**src/rtl/div32_seq.sv**
```systemverilog
// Iterative restoring divider for RV32M DIV/DIVU/REM/REMU.
// Produces one quotient bit per cycle and holds the result until the next completion.
module div32_seq #(
  parameter int WIDTH = 32
) (
  input  logic             clk,
  input  logic             rst,
  input  logic             start,
  input  logic [1:0]       op,
  input  logic [WIDTH-1:0] a,
  input  logic [WIDTH-1:0] b,
  input  logic             flush,
  output logic             busy,
  output logic             done,
  output logic [WIDTH-1:0] out
);

  localparam int CW = $clog2(WIDTH);

  typedef enum logic [2:0] {
    S_IDLE,
    S_PREP,
    S_ITER,
    S_FIX,
    S_DONE
  } state_e;

  state_e           state_q, state_d;
  logic [1:0]       op_q, op_d;
  logic [WIDTH-1:0] dvd_q, dvd_d;   // dividend, becomes the quotient as it shifts
  logic [WIDTH-1:0] div_q, div_d;
  logic [WIDTH-1:0] rem_q, rem_d;
  logic [WIDTH-1:0] out_q, out_d;
  logic [CW-1:0]    cnt_q, cnt_d;
  logic             sign_a_q, sign_a_d;
  logic             sign_b_q, sign_b_d;

  logic             is_signed;
  logic             is_rem;
  logic             sa, sb;
  logic [WIDTH-1:0] shifted;
  logic [WIDTH-1:0] diff;
  logic             borrow;
  logic             ge;
  logic [WIDTH-1:0] quo_fix;
  logic [WIDTH-1:0] rem_fix;

  assign is_signed = ~op_q[0];
  assign is_rem    = op_q[1];

  // Shifted remainder is WIDTH+1 bits wide; its top bit is rem_q's msb, which
  // alone guarantees it exceeds any WIDTH-bit divisor.
  assign shifted          = {rem_q[WIDTH-2:0], dvd_q[WIDTH-1]};
  assign {borrow, diff}   = {1'b0, shifted} - {1'b0, div_q};
  assign ge               = rem_q[WIDTH-1] | ~borrow;

  assign sa      = is_signed & dvd_q[WIDTH-1];
  assign sb      = is_signed & div_q[WIDTH-1];
  assign quo_fix = (sign_a_q ^ sign_b_q) ? (~dvd_q + 1'b1) : dvd_q;
  assign rem_fix = sign_a_q ? (~rem_q + 1'b1) : rem_q;

  assign busy = (state_q == S_PREP) || (state_q == S_ITER) || (state_q == S_FIX);
  assign done = (state_q == S_DONE);
  assign out  = out_q;

  always_comb begin
    // NOTE: every next-state signal defaults to its current value first, so no
    // path through the case statement can infer a latch.
    state_d  = state_q;
    op_d     = op_q;
    dvd_d    = dvd_q;
    div_d    = div_q;
    rem_d    = rem_q;
    out_d    = out_q;
    cnt_d    = cnt_q;
    sign_a_d = sign_a_q;
    sign_b_d = sign_b_q;

    unique case (state_q)
      S_IDLE, S_DONE: begin
        state_d = S_IDLE;
        if (start && !flush) begin
          op_d    = op;
          dvd_d   = a;
          div_d   = b;
          state_d = S_PREP;
        end
      end

      S_PREP: begin
        sign_a_d = sa;
        sign_b_d = sb;
        dvd_d    = sa ? (~dvd_q + 1'b1) : dvd_q;
        div_d    = sb ? (~div_q + 1'b1) : div_q;
        rem_d    = '0;
        cnt_d    = '0;
        if (div_q == '0) begin
          out_d   = is_rem ? dvd_q : '1;
          state_d = S_DONE;
        end else if (is_signed && dvd_q == {1'b1, {(WIDTH-1){1'b0}}} && div_q == '1) begin
          out_d   = is_rem ? '0 : dvd_q;
          state_d = S_DONE;
        end else begin
          state_d = S_ITER;
        end
      end

      S_ITER: begin
        rem_d = ge ? diff : shifted;
        dvd_d = {dvd_q[WIDTH-2:0], ge};
        cnt_d = cnt_q + 1'b1;
        if (cnt_q == CW'(WIDTH - 1)) state_d = S_FIX;
      end

      S_FIX: begin
        out_d   = is_rem ? rem_fix : quo_fix;
        state_d = S_DONE;
      end

      default: state_d = S_IDLE;
    endcase

    // A pipeline kill abandons the operation without touching the held result.
    if (flush && busy) begin
      state_d = S_IDLE;
      out_d   = out_q;
    end
  end

  always_ff @(posedge clk) begin
    if (rst) begin
      state_q  <= S_IDLE;
      op_q     <= '0;
      dvd_q    <= '0;
      div_q    <= '0;
      rem_q    <= '0;
      out_q    <= '0;
      cnt_q    <= '0;
      sign_a_q <= 1'b0;
      sign_b_q <= 1'b0;
    end else begin
      // NOTE: non-blocking assignments let every register sample the values
      // from before this edge, independent of statement order.
      state_q  <= state_d;
      op_q     <= op_d;
      dvd_q    <= dvd_d;
      div_q    <= div_d;
      rem_q    <= rem_d;
      out_q    <= out_d;
      cnt_q    <= cnt_d;
      sign_a_q <= sign_a_d;
      sign_b_q <= sign_b_d;
    end
  end

endmodule

```
**config.mk**
```make
export PLATFORM = sky130hd
export DESIGN_NAME = div32_seq
export DESIGN_NICKNAME = d
export VERILOG_FILES = /design/src/rtl/div32_seq.sv
export SDC_FILE = /design/constraint.sdc
export NUM_CORES = 1
export LEC_CHECK = 0
export ABC_AREA = 1
export CORE_MARGIN = 2
export CORE_UTILIZATION = 50
export DETAILED_ROUTE_END_ITERATION = 10
export GPL_TIMING_DRIVEN = 0
export PLACE_DENSITY = 0.7
export SYNTH_ARGS = -nofsm -noshare
export SYNTH_HDL_FRONTEND = slang
export SYNTH_SLANG_ARGS = --single-unit
```
**constraint.sdc**
```tcl
create_clock -name clk -period 2.9 [get_ports clk]
set_input_delay 0.58 -clock clk [delete_from_list [all_inputs] [get_ports clk]]
set_output_delay 0.58 -clock clk [all_outputs]
set_load 0.1 [all_outputs]
```
### Word level (Yosys, flattened, before mapping)

Index checks and enable logic that the tools add are counted.

* bitwise logic cells: 10
* muxes and demuxes: 22
* add/subtract/negate cells: 5
* reduce and logical (&&, ||, !) cells: 19
* equality and inequality tests: 12

Operators with widths (count)
* 32-bit two-way mux: 12
* 32-bit one-hot mux with 2 select lines: 3
* 32-bit by 1-bit adder with 32-bit output (second input constant): 3
* 32-bit NOT: 3
* 32-bit one-hot mux with 3 select lines: 1
* 32-bit == test (second input constant): 2
* 32-bit by 32-bit subtractor with 33-bit output: 1
* 32-bit zero test: 1
* 3-bit one-hot mux with 4 select lines: 1
* 5-bit one-hot mux with 2 select lines: 1
* 3-bit two-way mux: 3
* 3-bit AND reduction: 3
* 3-bit by 2-bit == test with 1-bit output (second input constant): 2
* 2-bit inequality test (second input constant): 3
* 2-bit nonzero test: 3
* 5-bit by 1-bit adder with 5-bit output (second input constant): 1
* 5-bit == test (second input constant): 1
* 1-bit logical AND: 4
* 2-bit OR reduction: 2
* 3-bit by 1-bit == test with 1-bit output (second input constant): 1
* 3-bit == test (second input constant): 1
* 3-bit zero test: 1
* 3-bit by 1-bit inequality test with 1-bit output (second input constant): 1
* 1-bit NOT: 3
* 9 further kinds: 11

* word-level logic and storage cells: 77
* register bits: 140

### Logic depth before layout (Yosys ltp)

Gate-level depths: netlist of the first run.

* word-level depth: 6
* gate-level depth with buffers: 17
* mapped depth without buffers: 16

### Worst setup path before layout of the first run

No wires, ideal clock.

* path type: reg-to-output
* start point: register state_q[1]
* end point: output port done
* data arrival time: 2.406 ns
* required time: 2.320 ns
* setup slack: -0.086 ns
* cell stages (with the launch flop): 2
* buffers on the path: 0
* cells stage by stage: dfxtp_1 > nor3_1

* longest elaborated chain between the ends: 1

RTL lines
* from (decl): line 28 `state_e state_q, state_d;`
* from (signal assigned): line 144 `state_q <= state_d;`
* 3-bit == test: line 63 `assign done = (state_q == S_DONE);`
* to (decl): line 14 `output logic done,`

Every way passes these cells.

### Final worst setup path of the first run

* start point: register state_q[1]
* end point: output port busy

* longest elaborated chain between the ends: 3
* elaborated cells on any way between the ends: 5
* those cells by class: eq/ne (3); reduce/logical (2)

RTL lines
* 3-bit by 1-bit == test with 1-bit output or 3-bit by 2-bit == test with 1-bit output (tied branches): line 62 `assign busy = (state_q == S_PREP) || (state_q == S_ITER) || (state_q == S_FIX);`
* 1-bit logical OR: line 62
* 1-bit logical OR (*): line 62
* to (decl): line 13 `output logic busy,`

Mark *: on every way between the ends. The rest lies on a longest branch, timed or not.

==> metrics, run 1 <==
post-synthesis register bit count=140; number of flops mapped to enable cells by yosys=0; Leak=6.83 nW; Yosys top cell area share=0.224; H-tree levels=4; row count=57; synth unique cells=45; sequential element share of the synthesized area=0.224; DRC violations left=0; Routed WL=50.6 mm; aggregate global-route resource usage=0.381; Final min period=2.84 ns; Crit Path Category=reg -> out; Placer Congestion=1.03; max-slew violations=0; Gate Count Post-Synth=2218; WP data arrival=2.26 ns; Port Buffers=102; CP max-delay cell=clkdlybuf4s50_1; RR Endpoint=rem_q[7]$_SDFFE_PP0N_; Die Span Y=162 um; Clock Path Buffers=2; vias in the first global route=14000; CP peak stage delay=1.15 ns; Area Growth Syn to Fin=16.9%; CP cell instances=nor2_1, nor2_1, clkdlybuf4s50_1; Via density=5.82; fmax=0.352 GHz; gr ovfl total=0; DRT iter0 DRCs=1931; largest delay contributor family on the critical path=buffers and inverters; starting density of the core=0.512; I/O pin total=104; final std cells w/o fill=2683; Post-Syn Area per Cell=5.63 um^2; Yosys top cell by area=dfxtp_1; nets@finish=2454; core area=24400 um^2; Detailed Routing Iterations Pass 1=6; Pwr Density=632 nW/um^2; CTS tree=done; crit path launch type=flip-flop; CP Capture Type=output port; largest net degree at the start of global routing=17; CP most frequent cell=nor2_1; initial antenna violation count=1; ranking of synthesized cells by area=dfxtp_1 22%, nand2_1 21%, nand3_1 8.5%, nor2_1 7.5%, inv_1 7.0%; worst skew pair latency=0.45 ns; status=finished clean; Hold Path Class=reg -> reg; Tightest Pin Transition=0.987 ns; Post-Place Cells=2644; max cap viols=0; Post-Route Skew=0.0170 ns; VDD IR max=0.339 mV; worst path bufs/invs=1; worst hold margin=0.472 ns; Slew headroom=0.340; remaining antenna violation count=0; Worst Path Required=2.32 ns; CTS Sinks=140; DIE WIDTH=162 um; Hold Buf Count CTS=0; Hold Crit Endpoint=out[30]$_SDFFE_PP0P_; Final Cycle Share=0.981; full die area=26300 um^2; CTS Buf Count=17; Reg-to-Reg Start=dvd_q[31]$_SDFFE_PP0P_; r2r setup slk=0.14 ns; final hold violation count=0; syn_nets=2327; ys flop type=dfxtp_1; Synth async-reset ratio=0; Root Buffer=clkbuf_16; hpwl dp=40.3 mm; Reg clk slew, reported paths=0.07 ns; worst-case reg-to-reg path depth=16; vias=15600; layout cell share with drive strength beyond 1=0.0488; # setup viols final=0; first-pass GRT wire length=77.5 mm; hold_sp=out[30]$_SDFFE_PP0P_; Overall Power=0.00922 W; synthesized area=12500 um^2; Worst Hold Depth=2; Synth Warn #=0; Layout Utilization=0.599; Max FO, Critical Path=5; WL per Instance=18.9 um
layer usage:
| layer | vias up | share of wire | track usage |
|---|---|---|---|
| li1 | 7478 | - | - |
| met1 | 7118 | 0.43 | 0.539 |
| met2 | 912 | 0.42 | 0.575 |
| met3 | 99 | 0.13 | 0.0940 |
| met4 | 0 | 0.026 | 0.109 |
| met5 | - | 0 | 0 |
registers in the layout, indices dropped and copies added (netlist names):
name and count:
out 32, div_q 32, sign_b_q 1, state_q 3
sign_a_q 1, op_q 2, cnt_q 5, dvd_q 32
rem_q 32
cells by family after synthesis:
family                     count (synthesis)  synth area share
AOI/OAI and AO/OA                        381             0.169
xor gates and xnor gates                  36            0.0253
adders and majority gates                 53            0.0509
buffers and inverters                    351             0.110
DFF                                      140             0.224
and+or+nand+nor                         1257             0.421
placed cells by master (no fill, tap or decap), drive strengths merged, types with 14 or more instances in the layout:
master         instances
nand4                 39
clkbuf                91
buf                   39
nor3                  17
inv                  249
clkdlybuf4s50        102
dfxtp                140
nand3                214
maj3                  14
ha                    38
nand2                709
xor2                  20
nor2                 265
a21oi                141
xnor2                 16
a41oi                 16
o21ai                169
cells in the mapped netlist (14+ instances only):
master / count
buf_2: 23
xnor2_1: 16
xor2_1: 20
o21ai_1: 14
maj3_1: 14
dfxtp_1: 140
nor3_1: 15
ha_1: 38
inv_1: 234
nor2_1: 249
nand3_1: 211
nand2_1: 703
o21ai_0: 155
clkbuf_1: 73
a41oi_1: 16
a21oi_1: 140
nand4_1: 39
power by group:
group	total, W	switching, W	internal [W]
Clock	0.00224	0.00107	0.00117
Combinational	0.00464	0.00327	0.00137
Sequential	0.00235	0.000226	0.00212
repair_timing:
action | 4_1_cts | 5_1_grt
buffers inserted | 0 | 6
pin swaps | 0 | 2
endpoints found under the setup margin | 33 | 44
gates resized for setup | 11 | 8
tightest hold or removal path, stage by stage, from the launching register on:
cell     delay, ns
dfxtp_1       0.31
nand2_1       0.06
a21oi_1       0.06
metrics by stage:
| step | area (um^2) | setup TNS (ns) | worst slack [ns] |
|---|---|---|---|
| final | 14600 | 0 | 0.0553 |
| after global routing | 14600 | -0.00380 | -0.00380 |
| after CTS | 14500 | 0 | 0.0310 |
| after detailed placement | 13900 | -12.60 | -0.351 |
| after global placement | 13900 | -9.23 | -0.286 |
| after floorplan | 12500 | 0 | 0.157 |
cell type report:
class | instances | area, um^2
antenna | 1 | 2.50
clock inverter | 14 | 146
clock buffer | 18 | 439
sequential | 140 | 2810
fill | 2597 | 9790
timing repair buffer | 108 | 1070
buffer | 106 | 474
inverter | 245 | 923
multi-input combinational | 1727 | 8340
tap | 324 | 405
worst max path at each step:
stage                                        from                     end  slack (ns)  cells after the start
after floorplan           state_q[1]$_SDFFE_PP0P_    out[17]$_SDFFE_PP0P_        0.16                      8
after global placement     dvd_q[31]$_SDFFE_PP0P_  rem_q[31]$_SDFFE_PP0N_       -0.29                     16
after detailed placement   dvd_q[31]$_SDFFE_PP0P_  rem_q[31]$_SDFFE_PP0N_       -0.35                     16
after CTS                  dvd_q[31]$_SDFFE_PP0P_  rem_q[31]$_SDFFE_PP0N_        0.03                     17
after global routing       dvd_q[31]$_SDFFE_PP0P_  rem_q[31]$_SDFFE_PP0N_      -0.004                     17
final                     state_q[1]$_SDFFE_PP0P_                    busy        0.06                      3
(Power assumes the default switching activity.)
==> run 2, diff against run 1 <==
- CORE_UTILIZATION: 50 -> 45
- PLACE_DENSITY: 0.7 -> unset
==> run 2 against run 1 <==
Effect of this change:
- combinational power about the same
- sequential cell count unchanged
- clock power decreased by 2%
- routed wire length increased by 1.8%
- clock-buffer cell count increased by 1
- sequential share of layout area about the same
- clock skew decreased by 0.0038 ns
- non-clock buffer count decreased by 2
- fmax increased by 1.9%
- critical endpoint unchanged
==> metrics, run 2 (synthesized netlist as in run 1, its figures left out) <==
sw frac=0.490; CP max-delay cell=clkdlybuf4s50_1; vias=15500; Root Buffer=clkbuf_16; fmax=0.358 GHz; Setup WS pre-CTS=-0.369 ns; Layout Utilization=0.540; r2r setup slk=0.15 ns; Final TNS setup=0 ns; vias in the first global route=14000; initial antenna violation count=1; CP most frequent cell=nor2_1; I/O pin total=104; Hold Path Class=reg -> reg; Hold Buf Count CTS=0; Filler Cells Inserted=2980; first-pass GRT wire length=78.7 mm; Power Internal=0.00468 W; remaining antenna violation count=0; worst path bufs/invs=1; # setup viols final=0; Reg area=2810 um^2; H-tree levels=4; Reg clk slew, reported paths=0.06 ns; core area=27100 um^2; gr ovfl total=0; largest delay contributor family on the critical path=buffers and inverters; WL per Instance=18.9 um; DRT iter0 DRCs=1700; Leak=6.80 nW; row count=60; Final Cycle Share=0.963; aggregate global-route resource usage=0.355; commonest non-fill, non-tap cell in the layout=nand2_1; Tightest Pin Transition=0.980 ns; Area Growth Syn to Fin=17.2%; RSZ-0062 raised after global routing=false; RR Endpoint=out[22]$_SDFFE_PP0P_; CP peak stage delay=1.15 ns; Placer Congestion=1.01; CP cell instances=nor2_1, nor2_1, clkdlybuf4s50_1; area of the multi-input gates=8350 um^2; Final min period=2.79 ns; Sequential Power Share=0.256; DIE WIDTH=171 um; nets@finish=2452; CTS tree=done; Crit Path Category=reg -> out; CTS Sinks=140; final hold violation count=0; Reg-to-Reg Start=div_q[1]$_SDFFE_PP0P_; WP data arrival=2.21 ns; final worst setup slack=0.108 ns; Die Span Y=171 um; hold_sp=out[24]$_SDFFE_PP0P_; largest net degree at the start of global routing=17; CP Capture Type=output port; Clock power frac=0.240; DRC violations left=0; Worst Hold Depth=2; status=finished clean; most frequent cells in the layout=700 x nand2_1, 247 x nor2_1, 232 x inv_1; VDD IR max=0.378 mV; Slew headroom=0.344; Detailed Routing Iterations Pass 1=5; Clock Path Buffers=2; crit path launch type=flip-flop; full die area=29100 um^2; Via density=5.68; CTS Buf Count=17; starting density of the core=0.461; Hold Crit Endpoint=out[24]$_SDFFE_PP0P_; max cap viols=0; Pwr Density=627 nW/um^2; Routed WL=51.6 mm; hpwl dp=41.4 mm; Worst Path Required=2.32 ns; worst-case reg-to-reg path depth=14; Post-Route Skew=0.0133 ns; Port Buffers=102; max-slew violations=0; Max FO, Critical Path=5; layout cell share with drive strength beyond 1=0.0497; worst skew pair latency=0.45 ns; combinational cell fraction of total power=0.504; NetSw=0.00450 W
## run 2: stage by stage
stage / instances / instance area, um^2 / total power, W / hold WS [ns]
2_1_floorplan: 2218 / 12500 / 0.00547 / 0.436
3_3_place_gp: 2692 / 14000 / 0.00678 / 0.454
3_5_place_dp: 2692 / 14000 / 0.00680 / 0.460
4_1_cts: 2724 / 14600 / 0.00900 / 0.471
5_1_grt: 2728 / 14600 / 0.00974 / 0.490
6_report: 2729 / 14600 / 0.00918 / 0.467
## run 2: metal layers
metal	vias to the layer above	global-route usage	wire length, um	share of wire
met3	74	0.0782	5460	0.11
met4	0	0.0985	1170	0.023
met1	7184	0.508	23400	0.45
li1	7475	-	-	-
met5	-	0	0	0
met2	774	0.535	21600	0.42
## run 2: how the worst max path moves through the flow
stage	startpoint	end	slack (ns)	cells after the start
floorplan	state_q[1]$_SDFFE_PP0P_	out[17]$_SDFFE_PP0P_	0.16	8
global placement	dvd_q[31]$_SDFFE_PP0P_	rem_q[31]$_SDFFE_PP0N_	-0.35	16
detailed placement	dvd_q[31]$_SDFFE_PP0P_	rem_q[31]$_SDFFE_PP0N_	-0.37	16
CTS	dvd_q[31]$_SDFFE_PP0P_	rem_q[28]$_SDFFE_PP0N_	0.001	17
global route	dvd_q[31]$_SDFFE_PP0P_	rem_q[16]$_SDFFE_PP0N_	0.0003	17
finish	state_q[1]$_SDFFE_PP0P_	busy	0.11	3
## run 2: area by class of cell
type | count | area share
Multi-Input combinational cell | 1727 | 0.571
Sequential cell | 140 | 0.192
Timing Repair Buffer | 106 | 0.0719
Inverter | 245 | 0.0631
Tap cell | 372 | 0.0318
Buffer | 106 | 0.0316
Clock buffer | 19 | 0.0296
Clock inverter | 13 | 0.00907
Antenna cell | 1 | 0.000171
## run 2: timing repair
action,CTS,global route
setup buffers,0,4
setup endpoints to repair,33,43
hold endpoints to repair,0,0
resized for setup,7,14
## run 2: tightest hold or removal path: stages (launching register included)
cell	delay, ns
dfxtp_1	0.31
nand2_1	0.06
a21oi_1	0.06
## run 2: power groups by stage
stage / sequential [W] / combinational (W) / clock [W]
after floorplan: 0.00260 / 0.00287 / 0
after global placement: 0.00238 / 0.00439 / 0
after detailed placement: 0.00238 / 0.00442 / 0
after CTS: 0.00234 / 0.00445 / 0.00221
after global routing: 0.00237 / 0.00508 / 0.00229
final: 0.00235 / 0.00463 / 0.00220
==> variant (flow settings as in run 1) <==
Set the parameter `WIDTH` to 16 (it was 32).
--- a/src/rtl/div32_seq.sv
+++ b/src/rtl/div32_seq.sv
@@ -2,5 +2,5 @@
 // Produces one quotient bit per cycle and holds the result until the next completion.
 module div32_seq #(
-  parameter int WIDTH = 32
+  parameter int WIDTH = 16
 ) (
   input  logic             clk,
Ports: changed (resized a, b and out); port bits go from 104 to 56. No check against the original RTL was run, so the function may have changed too.
==> variant against run 1 <==
  * Fmax increased by 1.1%
  * Final area decreased by 49%
  * Sequential cell count fell by 65
  * Area after synthesis shrank 49%
  * Count of clock-buffer cells in the layout down 5
  * Setup slack gained 0.031 ns
  * Critical path depth rose by 4
  * Sequential share of layout area grew 1.1 points
  * Power shrank 48%
  * Routed wire length decreased by 60%
  * Critical path type unchanged
==> variant: results (changes against run 1) <==
.. list-table::
   :header-rows: 1

   * - Metric
     - Value
   * - Top cells by area, synth
     - sky130_fd_sc_hd__dfxtp_1 (24%), sky130_fd_sc_hd__nand2_1 (17%), sky130_fd_sc_hd__nand3_1 (9.6%)
   * - Register-to-register setup slack
     - 0.21 ns (+0.07 ns)
   * - Number of antenna violations at the first check in global routing
     - 0 (-1)
   * - Ratio of cells with drive above 1 in the final layout
     - 7.788% (+2.9 points)
   * - Pre-Repair DR Iteration Count
     - 5 (-1)
   * - Post-Synthesis Cells
     - 1061 (-52%)
   * - Global-route wire length before repair
     - 32670 um (-58%)
   * - Initial drt markers
     - 697 (-64%)
   * - Worst R2R Path Depth
     - 14 (-2)
   * - Clock network power share
     - 23.9% (-0.4 points)
   * - Synth cell count leaders
     - sky130_fd_sc_hd__nand2_1 (287), sky130_fd_sc_hd__nand3_1 (121), sky130_fd_sc_hd__nor2_1 (106), sky130_fd_sc_hd__inv_1 (105), sky130_fd_sc_hd__a21oi_1 (89)
   * - Tot Pwr
     - 4.793 mW (-48%)
   * - Antenna diode instance count
     - 0 (-1)
   * - Critical-path top delay cell
     - sky130_fd_sc_hd__clkdlybuf4s15_2
   * - Wirelength, routed
     - 20260 um (-60%)
   * - Part of the total power dissipated in combinational logic
     - 50.0% (-0.3 points)
   * - Critical register-to-register path startpoint
     - dvd_q[15]
   * - Worst stage delay on the critical path
     - 0.56 ns (-0.59 ns)
   * - Total of fill cells in the finished design
     - 1334 (-49%)
   * - Result of the run
     - finished clean
   * - Via total after detailed routing
     - 7065 (-55%)
   * - Routed length on met1
     - 8982 um (-59%)
   * - Clock H-tree levels
     - 3 (-1)
   * - Final layout net count
     - 1186 (-52%)
   * - Terminus of the critical flop-to-flop path
     - rem_q[9]
   * - Number of clock buffers inserted by TritonCTS
     - 9 (-8)
   * - GRT Resource Usage Total
     - 31.25% (-6.8 points)
   * - Post-route non-filler standard cell count
     - 1302 (-51%)
   * - Routability congestion estimate
     - 0.9610 (-6.7%)
   * - Switching power summed over all nets
     - 2.171 mW (-52%)
   * - Worst EP arrival
     - 2.23 ns (-0.03 ns)
   * - Vias in the first global route
     - 6538 (-53%)
   * - Post-synthesis sequential area ratio
     - 23.68% (+1.2 points)
   * - Largest net degree at the start of global routing
     - 12 (-5)
   * - Maximum vdd drop
     - 312.8 uV (-7.6%)
   * - Post-DP HPWL
     - 16020 um (-60%)
   * - Worst clock skew
     - 0.006200 ns (-0.01082 ns)
   * - Max Fanout on Critical Path
     - 9 (+4)
   * - Worst max-slew margin expressed relative to the limit
     - 35.05% (+1.0 points)
-- variant: changes by cell type after synthesis, sizes merged, moves of 48 or more --
cell           run 1  this run
o21ai            169        88
clkbuf            73        20
nor2             265       121
dfxtp            140        75
nand2            709       294
inv              242       116
nand3            214       127
a21oi            141        93
-- variant: cells by family after synthesis --
logic type	count (synthesis)	synth area share, %
simple gates	566	39.50
compound gates	220	19.61
buf+inv	165	10.95
flops	75	23.68
fa+ha+maj	22	4.459
xor+xnor	13	1.796
-- variant: repair_timing --
item | CTS | global route
gates resized for setup | 3 | 2
buffers inserted | 0 | 0
hold endpoints to repair | 0 | 0
endpoints found under the setup margin | 1 | 15
-- variant: worst min path at each step --
| stage | to | slack (ns) | cells after the start | start |
|---|---|---|---|---|
| after global routing | out[14] | 0.48 | 2 | out[14] |
| after global placement | out[11] | 0.46 | 2 | out[11] |
| final | out[11] | 0.46 | 2 | out[11] |
| after floorplan | cnt_q[3] | 0.44 | 1 | cnt_q[3] |
| after detailed placement | out[11] | 0.46 | 2 | out[11] |
| after CTS | out[11] | 0.47 | 2 | out[11] |
-- variant: stage by stage --
stage / area, um2 / util, % / TNS, ns / setup WS, ns / hold slack, ns
floorplan: 6341 / - / 0 / 0.6218 / 0.4375
global placement: 7097 / 56.70 / -0.09522 / -0.09522 / 0.4563
detailed placement: 7097 / 56.70 / -0.08025 / -0.08025 / 0.4592
CTS: 7393 / 59.07 / 0 / 0.05845 / 0.4673
global route: 7400 / 59.12 / 0 / 0.008758 / 0.4844
finish: 7400 / 59.12 / 0 / 0.08669 / 0.4608
-- variant: worst register-to-register path: stages (launching register included) --
cell	delay, ns
sky130_fd_sc_hd__dfxtp_2	0.40
sky130_fd_sc_hd__inv_1	0.14
sky130_fd_sc_hd__ha_1	0.28
sky130_fd_sc_hd__fa_1	0.41
sky130_fd_sc_hd__inv_1	0.11
sky130_fd_sc_hd__nand3_1	0.07
sky130_fd_sc_hd__nand3_1	0.15
sky130_fd_sc_hd__nand2_1	0.08
sky130_fd_sc_hd__nand2_2	0.10
sky130_fd_sc_hd__nand2_2	0.10
sky130_fd_sc_hd__nand2_4	0.18
sky130_fd_sc_hd__buf_4	0.22
sky130_fd_sc_hd__nand3_1	0.14
sky130_fd_sc_hd__nand3_1	0.11
sky130_fd_sc_hd__a21oi_1	0.06
-- variant: area by class of cell --
class	count	share of cell area, %
Buffer	49	3.500
Clock buffer	13	3.517
Clock inverter	2	0.4735
Inverter	116	5.884
Multi-Input combinational cell	821	56.09
Sequential cell	75	20.31
Tap cell	172	2.908
Timing Repair Buffer	54	7.322
-- variant: per-layer routing --
layer	GRT usage, %	vias to the layer above
li1	-	3631
met1	39.71	3169
met2	52.64	226
met3	5.656	39
met4	12.39	0
met5	0	-
